===== config.mk =====
export PLATFORM = sky130hd
export DESIGN_NAME = branch_target_buffer
export DESIGN_NICKNAME = d
export VERILOG_FILES = /design/src/rtl/mips_core_pkg.sv /design/src/rtl/branch_target_buffer_stats.sv /design/src/rtl/branch_target_buffer.sv
export SDC_FILE = /design/constraint.sdc
export NUM_CORES = 2
export LEC_CHECK = 0
export CORE_ASPECT_RATIO = 0.8
export CORE_MARGIN = 2
export CORE_UTILIZATION = 30
export DETAILED_ROUTE_END_ITERATION = 10
export GPL_TIMING_DRIVEN = 1
export SYNTH_ARGS = -nofsm -noshare
export SYNTH_HDL_FRONTEND = slang
export SYNTH_HIERARCHICAL = 1
export SYNTH_SLANG_ARGS = --single-unit

===== constraint.sdc =====
create_clock -name clk -period 9.55 [get_ports clk]
set_clock_uncertainty 0.1 [all_clocks]
set_input_delay 2.865 -clock clk [delete_from_list [all_inputs] [get_ports clk]]
set_output_delay 2.865 -clock clk [all_outputs]
set_load 0.02 [all_outputs]

===== src/rtl/mips_core_pkg.sv =====
// Shared core types: branch outcome encoding and branch target buffer entry/state types.
// ADDR_WIDTH defaults to 32 when the build does not supply it.
`ifndef ADDR_WIDTH
`define ADDR_WIDTH 32
`endif

package mips_core_pkg;

    localparam int ADDR_W         = `ADDR_WIDTH;
    localparam int BTB_INDEX_BITS = 6;
    localparam int BTB_TAG_BITS   = 8;

    typedef enum logic {
        NOT_TAKEN = 1'b0,
        TAKEN     = 1'b1
    } BranchOutcome;

    typedef enum logic {
        INIT  = 1'b0,
        READY = 1'b1
    } btb_state_e;

    localparam logic [1:0] BTB_CNT_STRONG_NT = 2'b00;
    localparam logic [1:0] BTB_CNT_WEAK_NT   = 2'b01;
    localparam logic [1:0] BTB_CNT_WEAK_T    = 2'b10;
    localparam logic [1:0] BTB_CNT_STRONG_T  = 2'b11;

    typedef struct packed {
        logic                    valid;
        logic [BTB_TAG_BITS-1:0] tag;
        logic [1:0]              counter;
        logic [ADDR_W-1:0]       target;
    } btb_entry_t;

    // Two-bit saturating counter step: up on taken, down on not-taken.
    function automatic logic [1:0] sat_update(input logic [1:0] counter, input BranchOutcome outcome);
        if (outcome == TAKEN)
            return (counter == BTB_CNT_STRONG_T) ? counter : counter + 2'd1;
        return (counter == BTB_CNT_STRONG_NT) ? counter : counter - 2'd1;
    endfunction

`ifdef SIMULATION
    function automatic void stats_event(input string name);
        if (name.len() == 0) return;
    endfunction
`endif

endpackage


===== src/rtl/branch_target_buffer_stats.sv =====
// Lookup/hit/target-miss event counters for the branch target buffer.
// Present only when BRANCH_TARGET_BUFFER_STATS_EN is defined.
`ifdef BRANCH_TARGET_BUFFER_STATS_EN
module branch_target_buffer_stats
    import mips_core_pkg::*;
(
    input  logic        clk,
    input  logic        rst_n,
    input  logic        lookup_fire,
    input  logic        hit,
    input  logic        target_miss,
    output logic [31:0] o_stat_lookups,
    output logic [31:0] o_stat_hits,
    output logic [31:0] o_stat_target_miss
);

    // Cleared by reset only; a table flush leaves the history intact.
    always_ff @(posedge clk or negedge rst_n) begin
        if (!rst_n) begin
            o_stat_lookups     <= '0;
            o_stat_hits        <= '0;
            o_stat_target_miss <= '0;
        end else begin
            if (lookup_fire) o_stat_lookups     <= o_stat_lookups + 32'd1;
            if (hit)         o_stat_hits        <= o_stat_hits + 32'd1;
            if (target_miss) o_stat_target_miss <= o_stat_target_miss + 32'd1;
        end
    end

`ifdef SIMULATION
    always @(posedge clk) begin
        if (rst_n && lookup_fire) begin
            if (hit) stats_event("btb_hit");
            else     stats_event("btb_miss");
        end
    end
`endif

endmodule
`endif


===== src/rtl/branch_target_buffer.sv =====
// Direct-mapped, tagged fetch-stage branch target buffer with 2-bit counters and an init sweep.
// Optional counters: define BRANCH_TARGET_BUFFER_STATS_EN.
module branch_target_buffer
    import mips_core_pkg::*;
#(
    parameter int INDEX_BITS = 6,
    parameter int TAG_BITS   = 8,
    parameter int ADDR_W     = `ADDR_WIDTH
) (
    input  logic              clk,
    input  logic              rst_n,
    input  logic              i_lookup_valid,
    input  logic [ADDR_W-1:0] i_lookup_pc,
    output logic              o_hit,
    output logic              o_predict_taken,
    output logic [ADDR_W-1:0] o_target,
    output logic              o_ready,
    input  logic              i_upd_valid,
    input  logic [ADDR_W-1:0] i_upd_pc,
    input  logic [ADDR_W-1:0] i_upd_target,
    input  logic              i_upd_outcome,
    input  logic              i_upd_is_jump,
    input  logic              i_flush
`ifdef BRANCH_TARGET_BUFFER_STATS_EN
    ,
    output logic [31:0]       o_stat_lookups,
    output logic [31:0]       o_stat_hits,
    output logic [31:0]       o_stat_target_miss
`endif
);

    localparam int ENTRIES = 1 << INDEX_BITS;
    localparam int TAG_LO  = INDEX_BITS + 2;
    localparam int TAG_HI  = INDEX_BITS + TAG_BITS + 1;

    typedef struct packed {
        logic                valid;
        logic [TAG_BITS-1:0] tag;
        logic [1:0]          counter;
        logic [ADDR_W-1:0]   target;
    } entry_t;

    localparam entry_t CLEAR_ENTRY = '{valid: 1'b0, tag: '0, counter: BTB_CNT_WEAK_NT, target: '0};

    btb_state_e            state_q, state_d;
    logic [INDEX_BITS-1:0] sweep_idx_q, sweep_idx_d;
    entry_t                table_q [ENTRIES];

    logic                  wr_en;
    logic [INDEX_BITS-1:0] wr_idx;
    entry_t                wr_entry;

    logic [INDEX_BITS-1:0] lk_idx, upd_idx;
    logic [TAG_BITS-1:0]   lk_tag, upd_tag;
    entry_t                lk_entry, upd_entry;
    logic                  upd_tag_hit, upd_taken, upd_alloc;

    assign lk_idx    = i_lookup_pc[TAG_LO-1:2];
    assign lk_tag    = i_lookup_pc[TAG_HI:TAG_LO];
    assign lk_entry  = table_q[lk_idx];
    assign upd_idx   = i_upd_pc[TAG_LO-1:2];
    assign upd_tag   = i_upd_pc[TAG_HI:TAG_LO];
    assign upd_entry = table_q[upd_idx];

    assign upd_tag_hit = upd_entry.valid && (upd_entry.tag == upd_tag);
    assign upd_taken   = (BranchOutcome'(i_upd_outcome) == TAKEN);
    assign upd_alloc   = upd_taken || i_upd_is_jump;

    // Word-offset bits and bits above the tag field take no part in indexing.
    logic unused_pc_bits;
    assign unused_pc_bits = ^{i_lookup_pc[1:0], i_lookup_pc[ADDR_W-1:TAG_HI+1],
                              i_upd_pc[1:0], i_upd_pc[ADDR_W-1:TAG_HI+1]};

    assign o_ready         = (state_q == READY);
    assign o_hit           = o_ready && i_lookup_valid && lk_entry.valid && (lk_entry.tag == lk_tag);
    assign o_predict_taken = o_hit && lk_entry.counter[1];
    assign o_target        = o_hit ? lk_entry.target : '0;

    // NOTE: every output of this block gets a default first so no latch is inferred.
    always_comb begin
        state_d     = state_q;
        sweep_idx_d = sweep_idx_q;
        wr_en       = 1'b0;
        wr_idx      = sweep_idx_q;
        wr_entry    = CLEAR_ENTRY;
        case (state_q)
            INIT: begin
                wr_en = 1'b1;
                if (i_flush) begin
                    sweep_idx_d = '0;
                end else begin
                    sweep_idx_d = sweep_idx_q + 1'b1;
                    if (&sweep_idx_q) state_d = READY;
                end
            end
            READY: begin
                if (i_flush) begin
                    state_d     = INIT;
                    sweep_idx_d = '0;
                end else if (i_upd_valid) begin
                    wr_idx = upd_idx;
                    if (upd_tag_hit) begin
                        wr_en            = 1'b1;
                        wr_entry         = upd_entry;
                        wr_entry.counter = i_upd_is_jump ? BTB_CNT_STRONG_T
                                                         : sat_update(upd_entry.counter, BranchOutcome'(i_upd_outcome));
                        if (upd_alloc) wr_entry.target = i_upd_target;
                    end else if (upd_alloc) begin
                        wr_en    = 1'b1;
                        wr_entry = '{valid:   1'b1,
                                     tag:     upd_tag,
                                     counter: i_upd_is_jump ? BTB_CNT_STRONG_T : BTB_CNT_WEAK_T,
                                     target:  i_upd_target};
                    end
                end
            end
            default: state_d = INIT;
        endcase
    end

    // NOTE: sequential state uses non-blocking assignments so all registers update from pre-edge values.
    always_ff @(posedge clk or negedge rst_n) begin
        if (!rst_n) begin
            state_q     <= INIT;
            sweep_idx_q <= '0;
        end else begin
            state_q     <= state_d;
            sweep_idx_q <= sweep_idx_d;
        end
    end

    // NOTE: the table has no reset; the INIT sweep clears it, which keeps it mappable to RAM.
    always_ff @(posedge clk) begin
        if (wr_en) table_q[wr_idx] <= wr_entry;
    end

`ifdef BRANCH_TARGET_BUFFER_STATS_EN
    branch_target_buffer_stats u_stats (
        .clk                (clk),
        .rst_n              (rst_n),
        .lookup_fire        (o_ready && i_lookup_valid),
        .hit                (o_hit),
        .target_miss        (o_ready && i_upd_valid && !i_flush && upd_tag_hit && upd_taken
                             && (upd_entry.target != i_upd_target)),
        .o_stat_lookups     (o_stat_lookups),
        .o_stat_hits        (o_stat_hits),
        .o_stat_target_miss (o_stat_target_miss)
    );
`endif

endmodule


==> results_dict.tcl <==
set metrics [dict create \
    track_usage_pct 19.7 \
    rows 213 \
    r2r_cells 12 \
    layout_common_cells "2,752 x edfxtp_1, 1,677 x mux4_2, 314 x clkbuf_16" \
    cp-start-kind "primary input" \
    synth_edf_count 2752 \
    fin_nets 6087 \
    ant_nets 0 \
    area_growth_syn_to_layout_pct 17.1 \
    setup_slack_ps 28.8 \
    fp.dieW_um 732 \
    hold_violations 0 \
    seqCellArea_um2 82800 \
    wl_per_cell_um 36.8 \
    io_pins 138 \
    reg2reg_slack_ps 4030 \
    io_buffers 101 \
    finalPower_mw 26.3 \
    firstDrtPassIters 7 \
    finalSetupTns_ps 0 \
    cp.required_ps 6590 \
    ctsHoldBuffers 0 \
    synthFlopType "edfxtp_1" \
    drt_iter0_markers 10327 \
    grt_pass1_vias 70777 \
    syn_area_um2 127000 \
    numClockSinks 2759 \
    drc 0 \
    path_class "primary input to output pin" \
    synth_fp_nets 5713 \
    max_freq_mhz 105 \
    drive_above_1_share_pct 43.6 \
    slew_viol_final 0 \
    worst_pin_slew_ps 1300 \
    yosysWarnings 6 \
    core-area_um2 422000 \
    min_path_type "flop to flop" \
    die_h_um 586 \
    cts_max_level 5 \
    fin_crit_sh_pct 99.7 \
    synth_area_per_cell_um2 22.7 \
    grt_max_degree 120 \
    maxSlewHeadroom_pct 13.4 \
    r2r-end "table_q[48][10]$_DFFE_PP_" \
    finalCriticalPeriod_ps 9520 \
    final_common_cell "edfxtp_1" \
    setup_viol 0 \
    place_congestion 0.828 \
    grt-ovfl-total 0 \
    arrival_ps 6560 \
    dp_slack_ps -939 \
    ys_types 64 \
    dp_hpwl_um 240000 \
    crit_path_end "o_target[20]" \
    clk_pin_slew_worst_paths_ps 60 \
    yosysSeqAreaShare_pct 65.1 \
    drt-total-wl_um 435000 \
    cts-root-buf "clkbuf_16" \
    num_vias 70224 \
    ctsLongestPathBuffers 4 \
    worstSetupStartpoint "i_lookup_pc[2]" \
    worstSkewPairLatency_ps 900 \
    antenna_found_initial 31 \
    dieArea_um2 429000 \
    status "finished, final reports clean" \
    multiInputGateArea_um2 43300 \
    vdd_drop_max_mv 0.129 \
    vias_per_cell 5.94 \
    postSynthCellCount 5609 \
    power_density_nw_per_um2 177 \
    endpoint_kind "output pin" \
    crit_fanout 5 \
    floorplan.initialDensity_pct 30.2 \
    r2r_start "table_q[26][38]$_DFFE_PP_" \
    grt_pass1_wl_um 592000 \
    cts_buffers 302 \
    ys_ff_latch 2759 \
    cts_tree "built" \
    fillers 38362 \
    max-cap-violations 0 \
    p_leak_nw 50.8 \
    async_flop_share_pct 0.254 \
]
registers in the layout, indices dropped and copies added, names as in the netlist:
| signal | flops |
|---|---|
| table_q | 2752 |
| sweep_idx_q | 6 |
| o_ready | 1 |
logic make-up (layout without fill, tap and decap cells):
family          Yosys count  after routing  synth area share [%]
compound gates          208            208                  1.14
xor+xnor                 22             22                 0.151
fa+ha+maj                 1              1               0.00983
buf+inv                 464           1071                  1.65
flops                  2759           2759                  65.1
mux                    1785           1785                  30.5
other cells               0              7                     0
simple gates            370            370                  1.41
how the worst min path moves through the flow:
stage                     slack (ps)  cells after the start                    endpoint                       start
after floorplan                  470                      2  sweep_idx_q[4]$_DFFE_PN0P_  sweep_idx_q[4]$_DFFE_PN0P_
after global placement           540                      2  sweep_idx_q[4]$_DFFE_PN0P_  sweep_idx_q[4]$_DFFE_PN0P_
after detailed placement         540                      2  sweep_idx_q[4]$_DFFE_PN0P_  sweep_idx_q[4]$_DFFE_PN0P_
after CTS                        530                      2           o_ready$_DFF_PN0_  sweep_idx_q[5]$_DFFE_PN0P_
after global routing             600                      2           o_ready$_DFF_PN0_  sweep_idx_q[5]$_DFFE_PN0P_
final                            560                      2           o_ready$_DFF_PN0_  sweep_idx_q[5]$_DFFE_PN0P_
repair_timing:
action / CTS / global route
buffers inserted: 20 / 8
endpoints found under the setup margin: 34 / 26
hold endpoints to repair: 0 / 0
gates resized for setup: 92 / 20
cloned: 6 / 3
pin swaps: 5 / 6
critical path: stages:
cell      delay (ps)
buf_16           120
buf_12           130
buf_4            200
mux4_2           530
mux4_2           500
mux4_2           530
xor2_2           170
nor4_2           300
buf_4            170
nand3_4           70
buf_4            150
buf_8            140
buf_6            120
a211oi_4         350
buf_12           170
area by class of cell:
type | count | area share (%)
Clock inverter | 146 | 0.940
Timing Repair Buffer | 517 | 4.14
Tap cell | 5590 | 4.70
Inverter | 17 | 0.0521
Clock buffer | 391 | 5.45
Antenna cell | 7 | 0.0118
Sequential cell | 2759 | 55.6
Multi-Input combinational cell | 2386 | 29.1
routing by layer:
| metal | share of wire, % | up-vias | wire length, µm | global-route usage (%) |
|---|---|---|---|---|
| met3 | 10 | 870 | 44600 | 3.96 |
| met1 | 38 | 38664 | 164000 | 26.4 |
| met2 | 47 | 4684 | 205000 | 31.8 |
| met5 | 0.0058 | - | 25 | 0 |
| met4 | 4.8 | 4 | 20700 | 7.86 |
| li1 | - | 26002 | - | - |
cell usage after synthesis, types with 8 or more instances:
| cell type | count | share of area, % |
|---|---|---|
| edfxtp_1 | 2752 | 65 |
| mux4_2 | 1677 | 30 |
| clkbuf_1 | 220 | 0.65 |
| buf_2 | 117 | 0.46 |
| nand2_1 | 98 | 0.29 |
| mux2i_1 | 97 | 0.76 |
| nor2_1 | 72 | 0.21 |
| nor3_1 | 72 | 0.28 |
| buf_1 | 67 | 0.20 |
| a211oi_1 | 50 | 0.30 |
| nor2b_1 | 49 | 0.24 |
| a21oi_1 | 42 | 0.17 |
| buf_4 | 31 | 0.18 |
| nand3_1 | 27 | 0.11 |
| a22oi_1 | 26 | 0.15 |
| a31oi_1 | 17 | 0.084 |
| o21ai_0 | 15 | 0.059 |
| inv_1 | 14 | 0.041 |
| xnor2_1 | 14 | 0.096 |
| buf_6 | 12 | 0.11 |
| o22ai_1 | 12 | 0.059 |
| and2_1 | 11 | 0.054 |
| mux2_2 | 11 | 0.097 |
| nand4_1 | 9 | 0.044 |
| xor2_1 | 8 | 0.055 |
where the power goes:
part	switching, mW	total [mW]	internal, mW
clock network	4.84	11.5	6.68
logic	0.923	1.61	0.684
registers	0.0276	13.2	13.2
metrics by stage:
step / hold slack [ps] / instances / utilization (%) / instance area [µm²]
2_1_floorplan: 469 / 5609 / - / 127000
3_3_place_gp: 543 / 11233 / 32.8 / 138000
3_5_place_dp: 537 / 11233 / 32.8 / 138000
4_1_cts: 535 / 11796 / 35.3 / 149000
5_1_grt: 600 / 11810 / 35.3 / 149000
6_report: 556 / 11813 / 35.3 / 149000
No activity file was read; power rests on OpenSTA's default activity.
